[src/rtl/img_mem_arbiter.sv]
// img_mem_arbiter: shares one RAM read port between N_REQ address requesters.
// Round-robin grant, credit-limited issue, a fixed-latency tag pipe that follows
// each read through the RAM, and an in-order tagged response FIFO.
module img_mem_arbiter #(
   parameter int N_REQ       = 2,
   parameter int W_ADDR      = 11,
   parameter int W_DATA      = 8,
   parameter int MEM_LATENCY = 1,
   parameter int RSP_DEPTH   = 4
) (
   input  logic                      clk,
   input  logic                      rst,
   input  logic [N_REQ-1:0]          req_valid,
   output logic [N_REQ-1:0]          req_ready,
   input  logic [N_REQ*W_ADDR-1:0]   req_addr,
   output logic                      mem_en,
   output logic [W_ADDR-1:0]         mem_addr,
   input  logic [W_DATA-1:0]         mem_rdata,
   output logic [N_REQ-1:0]          rsp_valid,
   input  logic [N_REQ-1:0]          rsp_ready,
   output logic [W_DATA-1:0]         rsp_data
);

   localparam int W_TAG = (N_REQ > 1) ? $clog2(N_REQ) : 1;
   localparam int W_FP  = $clog2(RSP_DEPTH);
   localparam int W_CRD = $clog2(RSP_DEPTH + 1);

   localparam logic [W_CRD-1:0] CRD_MAX = W_CRD'(RSP_DEPTH);
   localparam logic [W_TAG-1:0] PTR_RST = W_TAG'(N_REQ - 1);

   // Round-robin pointer: index of the most recently granted requester.
   logic [W_TAG-1:0]       ptr_q, ptr_d;
   // Reads in flight plus FIFO occupancy.
   logic [W_CRD-1:0]       credit_q, credit_d;
   // Tag pipe, one stage per cycle of RAM latency.
   logic [MEM_LATENCY-1:0] pipe_vld_q, pipe_vld_d;
   logic [W_TAG-1:0]       pipe_tag_q [MEM_LATENCY];
   logic [W_TAG-1:0]       pipe_tag_d [MEM_LATENCY];
   // Response FIFO; pointers carry one extra wrap bit.
   logic [W_FP:0]          wr_ptr_q, wr_ptr_d;
   logic [W_FP:0]          rd_ptr_q, rd_ptr_d;
   logic [W_TAG-1:0]       fifo_tag_q  [RSP_DEPTH];
   logic [W_DATA-1:0]      fifo_data_q [RSP_DEPTH];

   logic                   win_found;
   logic [W_TAG-1:0]       win_idx;
   logic                   issue;
   logic                   push;
   logic                   pop;
   logic                   fifo_empty;
   logic [W_TAG-1:0]       head_tag;
   logic [W_DATA-1:0]      head_data;

   // Round-robin search starting one past the last winner, with wrap.
   // NOTE: every signal written in always_comb gets a default first, so no path can infer a latch.
   always_comb begin
      win_found = 1'b0;
      win_idx   = '0;
      for (int k = 1; k <= N_REQ; k++) begin
         if (!win_found && req_valid[(int'(ptr_q) + k) % N_REQ]) begin
            win_found = 1'b1;
            win_idx   = W_TAG'((int'(ptr_q) + k) % N_REQ);
         end
      end
   end

   // FIFO head presents to its own requester; only that requester's rsp_ready pops it.
   always_comb begin
      fifo_empty = (wr_ptr_q == rd_ptr_q);
      head_tag   = fifo_tag_q[rd_ptr_q[W_FP-1:0]];
      head_data  = fifo_data_q[rd_ptr_q[W_FP-1:0]];
      rsp_valid  = '0;
      rsp_data   = '0;
      if (!fifo_empty) begin
         rsp_valid[head_tag] = 1'b1;
         rsp_data            = head_data;
      end
      pop = !fifo_empty && rsp_ready[head_tag];
   end

   // Grant, RAM drive, pointer and credit update.
   // A slot freed by a pop in this cycle may be reused by an issue in the same
   // cycle; the credit then stays put and the FIFO still cannot overflow, because
   // the new read lands MEM_LATENCY cycles after the popped entry has left.
   always_comb begin
      issue     = win_found && !rst && ((credit_q < CRD_MAX) || pop);
      req_ready = '0;
      mem_en    = issue;
      mem_addr  = '0;
      ptr_d     = ptr_q;
      credit_d  = credit_q;
      if (issue) begin
         req_ready[win_idx] = 1'b1;
         mem_addr           = req_addr[int'(win_idx)*W_ADDR +: W_ADDR];
         ptr_d              = win_idx;
      end
      if (issue && !pop) begin
         credit_d = credit_q + W_CRD'(1);
      end else if (!issue && pop) begin
         credit_d = credit_q - W_CRD'(1);
      end
   end

   // Tag pipe shift and FIFO pointer advance.
   always_comb begin
      pipe_vld_d    = '0;
      pipe_tag_d    = '{default: '0};
      pipe_vld_d[0] = issue;
      pipe_tag_d[0] = win_idx;
      for (int s = 1; s < MEM_LATENCY; s++) begin
         pipe_vld_d[s] = pipe_vld_q[s-1];
         pipe_tag_d[s] = pipe_tag_q[s-1];
      end
      push     = pipe_vld_q[MEM_LATENCY-1];
      wr_ptr_d = wr_ptr_q + (W_FP+1)'(push);
      rd_ptr_d = rd_ptr_q + (W_FP+1)'(pop);
   end

   // Control state; reset drops in-flight tags so late RAM data is never pushed.
   // NOTE: sequential state uses non-blocking assignments so every flop samples pre-edge values.
   always_ff @(posedge clk or posedge rst) begin
      if (rst) begin
         ptr_q      <= PTR_RST;
         credit_q   <= '0;
         pipe_vld_q <= '0;
         pipe_tag_q <= '{default: '0};
         wr_ptr_q   <= '0;
         rd_ptr_q   <= '0;
      end else begin
         ptr_q      <= ptr_d;
         credit_q   <= credit_d;
         pipe_vld_q <= pipe_vld_d;
         pipe_tag_q <= pipe_tag_d;
         wr_ptr_q   <= wr_ptr_d;
         rd_ptr_q   <= rd_ptr_d;
      end
   end

   // Response storage written when the tag pipe delivers a completed read.
   // NOTE: storage array is not reset; empty pointers make its contents invisible.
   always_ff @(posedge clk) begin
      if (push) begin
         fifo_tag_q[wr_ptr_q[W_FP-1:0]]  <= pipe_tag_q[MEM_LATENCY-1];
         fifo_data_q[wr_ptr_q[W_FP-1:0]] <= mem_rdata;
      end
   end

endmodule

[config.mk]
export PLATFORM = sky130hd
export DESIGN_NAME = img_mem_arbiter
export DESIGN_NICKNAME = d
export VERILOG_FILES = /design/src/rtl/img_mem_arbiter.sv
export SDC_FILE = /design/constraint.sdc
export NUM_CORES = 1
export LEC_CHECK = 0
export CORE_MARGIN = 5
export CORE_UTILIZATION = 25
export DETAILED_ROUTE_END_ITERATION = 6
export RECOVER_POWER = 50
export SETUP_SLACK_MARGIN = 0.3
export SYNTH_ARGS = -nofsm -noshare
export SYNTH_HDL_FRONTEND = slang
export SYNTH_SLANG_ARGS = --single-unit
export TNS_END_PERCENT = 10
[constraint.sdc]
create_clock -name clk -period 3.4 [get_ports clk]
set_clock_uncertainty 0.05 [all_clocks]
set_input_delay 0.34 -clock clk [delete_from_list [all_inputs] [get_ports clk]]
set_output_delay 0.34 -clock clk [all_outputs]
set_load 0.02 [all_outputs]
==> metrics.yaml, run 1 <==
timing:
  finalSetupViolCount: 0
  worst_pin_slew_ns: 0.860
  max_freq_mhz: 339
  timing.final.crit_share: 0.866
  maxSlewViolCount: 0
  rsz0062_at_grt: "no"
  relSlewSlack: 0.425
  tns_ns: 0
  layout_min_cycle_time_ns: 2.95
  hold_violations: 0
clock_network:
  cts_resized: 0
  hold_buffers: 0
  cts.path.max_buffers: 2
  cts_setup_buffers: 0
  cts_tree: "yes"
  h-tree-depth: 2
  cts_num_sinks: 48
  numCtsBuffers: 5
  clk_pin_slew_worst_paths_ns: 0.08
  clk_latency_ns: 0.29
  cts_root_buf: "clkbuf_8"
synth:
  synth_top_area_frac: 0.493
  synth_edf_count: 36
  synth_top_cell_by_area: "edfxtp_1"
  syn_area_um2: 2190
  syn_nets: 193
  postSynthCellCount: 151
  async_reset_ff_frac: 0.250
  synth_area_leaders: "edfxtp_1 (49%), dfrtp_1 (13%), mux4_1 (9.6%)"
  yosysSeqAreaShare: 0.631
  syn_area_per_cell_um2: 14.5
  ys_top_cells_by_count: "edfxtp_1 (36), nand2_1 (27), a21oi_1 (11), dfrtp_1 (11), nor2b_1 (9)"
  post-synth-top-count-cell: "edfxtp_1"
  synth_seq_cells: 48
  synth_warnings: 0
  yosysUniqueCellTypes: 31
  synth_top_flop_cell: "edfxtp_1"
worst_setup_path:
  rrSetupSlack_ns: 0.55
  crit_required_ns: 3.01
  r2r_end: "credit_q[1]$_DFFE_PP0P_"
  slowest_delay_ns: 0.56
  end_kind: "output port"
  cp_max_fo: 12
  reg2reg_depth: 8
  worstPathArrival_ns: 2.56
  slowest_stage: "clkdlybuf4s50_1"
  cp-start-kind: "flop"
  worstSetupPathType: "reg2out"
  path_cells: "mux4_2 > mux2i_2 > a21bo_2 > inv_1 > clkdlybuf4s50_1"
  regToRegStartpoint: "rd_ptr_q[0]$_DFF_PP0_"
route:
  drt_first_pass_iters: 4
  vias_per_cell: 4.30
  wire_per_inst_um: 14.0
  drtIter0Drc: 109
  vias: 1402
  wirelength_um: 4550
  drcViolationCount: 0
  postRouteAntennaNets: 0
place:
  place_area_um2: 2920
  gp_congestion: 0.737
  port_buffers: 59
  dp_hpwl_um: 3400
hold_path:
  hp-class: "reg2reg"
  worstHoldPathCells: 1
  min-delay-start: "rd_ptr_q[2]$_DFF_PP0_"
  min_to: "rd_ptr_q[2]$_DFF_PP0_"
layout:
  syn_to_final_growth_pct: 37.2
  fill_cells: 820
  post-route-cell-area_um2: 3010
  drive_above_1_share: 0.0872
  nNetsFinal: 259
  n_antenna_cell: 0
floorplanning:
  core-area_um2: 8640
  die_y_um: 104
  pin_count: 60
  die_x_um: 104
  die-area_um2: 10700
  initial_utilization: 0.254
  rows: 34
grt:
  antenna_found_initial: 0
  grt_max_degree: 16
  grt_pass1_vias: 1419
  grt_pass1_wl_um: 7520
  grt.total_usage: 0.0871
  grt_overflow: 0
power:
  p_per_area_nw_per_um2: 803
  ir_worst_vdd_v: 0.000264
  p_leak_nw: 1.12
run:
  maxCapViolCount: 0
outcome:
  status: "completed"
critical path: cells and delay by family, from the launching register on:
family	cells	cell delay (ns)
muxes	2	0.87
AOI/OAI and AO/OA	1	0.35
DFF	1	0.37
buffers and inverters	2	0.67
routing by layer:
metal | part of all wire | GRT usage | routed length, um | up-vias
met5 | 0 | 0 | 0 | -
met4 | 0.020 | 0.0319 | 93 | 0
met3 | 0.040 | 0.0286 | 180 | 8
met2 | 0.51 | 0.133 | 2310 | 26
met1 | 0.43 | 0.115 | 1970 | 681
li1 | - | - | - | 687
power by group:
| group | total (W) | internal [W] | switching (W) |
|---|---|---|---|
| logic | 0.00123 | 0.000610 | 0.000621 |
| registers | 0.000865 | 0.000784 | 0.0000811 |
| clock network | 0.000317 | 0.000143 | 0.000174 |
logic make-up (layout without fill, tap and decap cells):
logic type / Yosys count / count (layout) / synth area share
AO/OA/AOI/OAI: 17 / 17 / 0.0485
XOR/XNOR: 8 / 8 / 0.0320
adder cells (fa/ha/maj): 6 / 6 / 0.0377
buffers and inverters: 12 / 79 / 0.0280
flip-flops: 48 / 48 / 0.631
multiplexers: 11 / 11 / 0.118
AND/OR/NAND/NOR: 49 / 49 / 0.105
layout by cell type, fill, tap and decap left out, types with 6 or more instances in the layout:
cell type and instances:
a21oi_1 11, clkdlybuf4s50_1 50, dfrtp_1 11, dlygate4sd3_1 9, edfxtp_1 36, inv_1 6
mux4_1 8, nand2_1 27, nor2b_1 9
area by class of cell:
class,count,area (um2),area share
inverters,6,22.5,0.00749
repair buffers,65,632,0.210
clock buffers,5,68.8,0.0229
clock inverters,3,18.8,0.00624
flip-flops and latches,48,1380,0.460
well taps,108,135,0.0449
multi-input cells,91,747,0.248
metrics by stage:
step	std cells	setup slack, ns	utilization	power [W]	hold slack, ns
6_report	326	0.454	0.348	0.00241	0.437
5_1_grt	326	0.231	0.348	0.00259	0.460
4_1_cts	326	0.429	0.349	0.00246	0.380
3_5_place_dp	318	0.561	0.338	0.00213	0.427
3_3_place_gp	318	0.674	0.338	0.00212	0.427
2_1_floorplan	151	0.533	-	0.00162	0.170
sequential cells by signal (all words and copies together), names as in the netlist:
signal	flops
fifo_tag_q	4
pipe_vld_q	1
rd_ptr_q	3
pipe_tag_q	1
fifo_data_q	32
wr_ptr_q	3
credit_q	3
ptr_q	1
worst max-delay path by stage:
stage / start / end / slack (ns) / cells after the start
after floorplan: rd_ptr_q[0]$_DFF_PP0_ / credit_q[2]$_DFFE_PP0P_ / 0.53 / 12
after global placement: rd_ptr_q[0]$_DFF_PP0_ / credit_q[1]$_DFFE_PP0P_ / 0.67 / 8
after detailed placement: rd_ptr_q[0]$_DFF_PP0_ / credit_q[1]$_DFFE_PP0P_ / 0.56 / 8
after CTS: rd_ptr_q[0]$_DFF_PP0_ / mem_en / 0.43 / 5
after global routing: rst / req_ready[0] / 0.23 / 6
final: rd_ptr_q[0]$_DFF_PP0_ / mem_en / 0.45 / 5
Note: power is estimated with default switching activity, not from simulation.
==> run 2, diff against run 1 <==
--- a/config.mk
+++ b/config.mk
@@ -5,6 +5,7 @@
 export SDC_FILE = /design/constraint.sdc
 export NUM_CORES = 1
 export LEC_CHECK = 0
+export ABC_AREA = 1
 export CORE_MARGIN = 5
 export CORE_UTILIZATION = 25
 export DETAILED_ROUTE_END_ITERATION = 6
==> constraint.sdc (replaced) <==
create_clock -name clk -period 3.55 [get_ports clk]
set_clock_uncertainty 0.05 [all_clocks]
set_input_delay 0.355 -clock clk [delete_from_list [all_inputs] [get_ports clk]]
set_output_delay 0.355 -clock clk [all_outputs]
set_load 0.02 [all_outputs]
==> run 2 against run 1 <==
Against the previous run:
- count of clock-buffer cells in the layout is the same
- synthesized cell count grew 50%
- largest cell class unchanged
- final cell count grew 30%
- largest power group unchanged
- combinational power rose by 5%
- critical path type unchanged
==> metrics.yaml, run 2 <==
synth:
  synth_fa_ha_area_frac: 0.0348
  postSynthCellCount: 227
  synth_warnings: 0
  post-synth-top-count-cell: "nand2_1"
  yosysSeqAreaShare: 0.583
  syn_area_um2: 2370
  synth_area_leaders: "edfxtp_1 (46%), dfrtp_1 (12%), nand2_1 (7.1%)"
  synth_seq_cells: 48
  synth-xor-area-share: 0.0185
  synthMuxAreaShare: 0.00475
  async_reset_ff_frac: 0.250
  synth_edf_count: 36
  synthSimpleGateAreaFrac: 0.235
  synth_compound_area_frac: 0.0591
  syn_nets: 269
  yosysUniqueCellTypes: 27
  synth_top_family_by_area: "simple AND/OR/NAND/NOR gates"
  synth_top_flop_cell: "edfxtp_1"
  ys_top_cells_by_count: "nand2_1 (45), edfxtp_1 (36), nor2_1 (36)"
  syn_area_per_cell_um2: 10.5
  synth_top_area_frac: 0.456
  synth_top_cell_by_area: "edfxtp_1"
clock_network:
  clk_pin_slew_worst_paths_ns: 0.09
  cts_root_buf: "clkbuf_8"
  cts_tree: "yes"
  h-tree-depth: 2
  clk_latency_ns: 0.30
  numCtsBuffers: 5
  cts_num_sinks: 48
  cts_setup_buffers: 0
  cts.path.max_buffers: 2
worst_setup_path:
  cp_max_fo: 19
  worstSetupPathType: "reg2out"
  cp_common_cell: "nand2_4"
  cp-start-kind: "flop"
  reg2reg_depth: 12
  rrSetupSlack_ns: 0.71
  worstPathArrival_ns: 2.61
  slowest_stage: "clkdlybuf4s50_1"
  regToRegStartpoint: "rd_ptr_q[0]$_DFF_PP0_"
  critical_path.top_delay_family: "buffers and inverters"
  path_cells: "inv_2 > nand2_1 > nand3_4 > nand2_4 > nand2_4 > nand3_4 > nand2_4 > nand2_4 > nor2_1 > clkdlybuf4s50_1"
  path_buf_inv: 2
  r2r_end: "credit_q[1]$_DFFE_PP0P_"
  crit_required_ns: 3.14
  end_kind: "output port"
  slowest_delay_ns: 0.62
timing:
  worst_pin_slew_ns: 0.672
  layout_min_cycle_time_ns: 3.02
  timing.final.crit_share: 0.850
  fin_ws_ns: 0.531
  finalSetupViolCount: 0
  rsz0062_at_grt: "yes"
  relSlewSlack: 0.552
  hold_violations: 0
  tns_ns: 0
  maxSlewViolCount: 0
  max_freq_mhz: 331
grt:
  grt_overflow: 0
  grt_max_degree: 20
  grt.total_usage: 0.0897
  grt_pass1_vias: 1704
  grt_pass1_wl_um: 8180
  antenna_found_initial: 1
layout:
  nNetsFinal: 334
  utilization: 0.346
  fill_cells: 934
  multi_input_area_um2: 836
  largest_register_ffs: 32
  drive_above_1_share: 0.130
  layout_commonest_cell: "clkdlybuf4s50_1"
  final_cell_mix: "clkdlybuf4s50_1 (50), nand2_1 (45), nor2_1 (36), edfxtp_1 (36), inv_1 (22)"
  syn_to_final_growth_pct: 34.8
  regArea_um2: 1380
place:
  port_buffers: 59
  gp_congestion: 0.717
  dp_hpwl_um: 3750
  post-place-ws_ns: 0.693
hold_path:
  min_to: "ptr_q$_DFFE_PP1P_"
  hp-class: "reg2reg"
  worstHoldPathCells: 2
  min-delay-start: "ptr_q$_DFFE_PP1P_"
route:
  drcViolationCount: 0
  vias_per_cell: 3.99
  drtIter0Drc: 92
  drt_first_pass_iters: 4
  postRouteAntennaNets: 0
  wire_per_inst_um: 11.8
  vias: 1689
  wirelength_um: 5010
floorplanning:
  pin_count: 60
  initial_utilization: 0.257
  core-area_um2: 9240
  rows: 35
  die_x_um: 107
  die_y_um: 107
  die-area_um2: 11500
power:
  p_leak_nw: 1.28
  ir_worst_vdd_v: 0.000250
  p_per_area_nw_per_um2: 771
outcome:
  status: "completed"
run:
  maxCapViolCount: 0
-- run 2: cell types whose count changed after synthesis, moves of 3 or more --
cell     previous run  this run
nor2_1              4        36
nand2_1            27        45
o21ai_0             0        18
inv_1               6        22
nor2_4              0         9
nor2b_1             9         0
mux4_1              8         0
nand2_4             0         5
inv_2               0         3
nand3_2             0         3
nor3_1              1         4
-- run 2: repair_timing --
item / in CTS / in global routing
resized for setup: 0 / 1
setup endpoints to repair: 0 / 7
hold buffers: 0 / 0
-- run 2: layout make-up --
cell class	instances	share of cell area
clock inverters	3	0.00587
diodes	1	0.000783
well taps	129	0.0505
repair buffers	65	0.196
flip-flops and latches	48	0.433
multi-input cells	146	0.261
clock buffers	5	0.0215
inverters	26	0.0305
-- run 2: kinds of logic (layout without fill, tap and decap cells) --
logic type,count (synthesis),count (layout)
buf+inv,33,99
xor+xnor,5,5
other cells,0,1
simple gates,106,106
flops,48,48
compound gates,28,28
fa+ha+maj,6,6
mux,1,1
-- run 2: how the worst max path moves through the flow --
stage	from	end	cells after the start
after floorplan	rd_ptr_q[0]$_DFF_PP0_	credit_q[2]$_DFFE_PP0P_	15
after global placement	req_valid[1]	mem_addr[1]	8
after detailed placement	rd_ptr_q[0]$_DFF_PP0_	credit_q[1]$_DFFE_PP0P_	12
after CTS	rd_ptr_q[1]$_DFF_PP0_	rsp_data[1]	7
after global routing	rd_ptr_q[0]$_DFF_PP0_	mem_addr[10]	9
final	rd_ptr_q[0]$_DFF_PP0_	mem_addr[10]	10
-- run 2: per-layer routing --
metal | global-route usage | vias to the layer above | routed length, um
met4 | 0.0280 | 0 | 61
met5 | 0 | - | 0
met3 | 0.0366 | 5 | 431
met2 | 0.147 | 52 | 2340
li1 | - | 864 | -
met1 | 0.108 | 768 | 2170
-- run 2: worst reg2reg max path, delay by kind of cell (launching register included) --
kind / cells / cell delay (ns)
buffers and inverters: 3 / 0.48
and+or+nand+nor: 6 / 0.80
adders and majority gates: 2 / 0.63
DFF: 1 / 0.52
muxes: 1 / 0.27
-- run 2: metrics by stage --
| step | instances | power [W] | area, um2 | hold WS, ns |
|---|---|---|---|---|
| after floorplan | 227 | 0.00171 | 2370 | 0.175 |
| after detailed placement | 414 | 0.00219 | 3110 | 0.413 |
| after global routing | 423 | 0.00265 | 3200 | 0.444 |
| after global placement | 414 | 0.00217 | 3110 | 0.402 |
| after CTS | 422 | 0.00251 | 3200 | 0.362 |
| final | 423 | 0.00247 | 3200 | 0.428 |
-- run 2: power by group --
part / internal, W / switching (W) / leakage (nW)
Sequential: 0.000753 / 0.000109 / 0.467
Clock: 0.000137 / 0.000174 / 0.0479
Combinational: 0.000555 / 0.000738 / 0.763
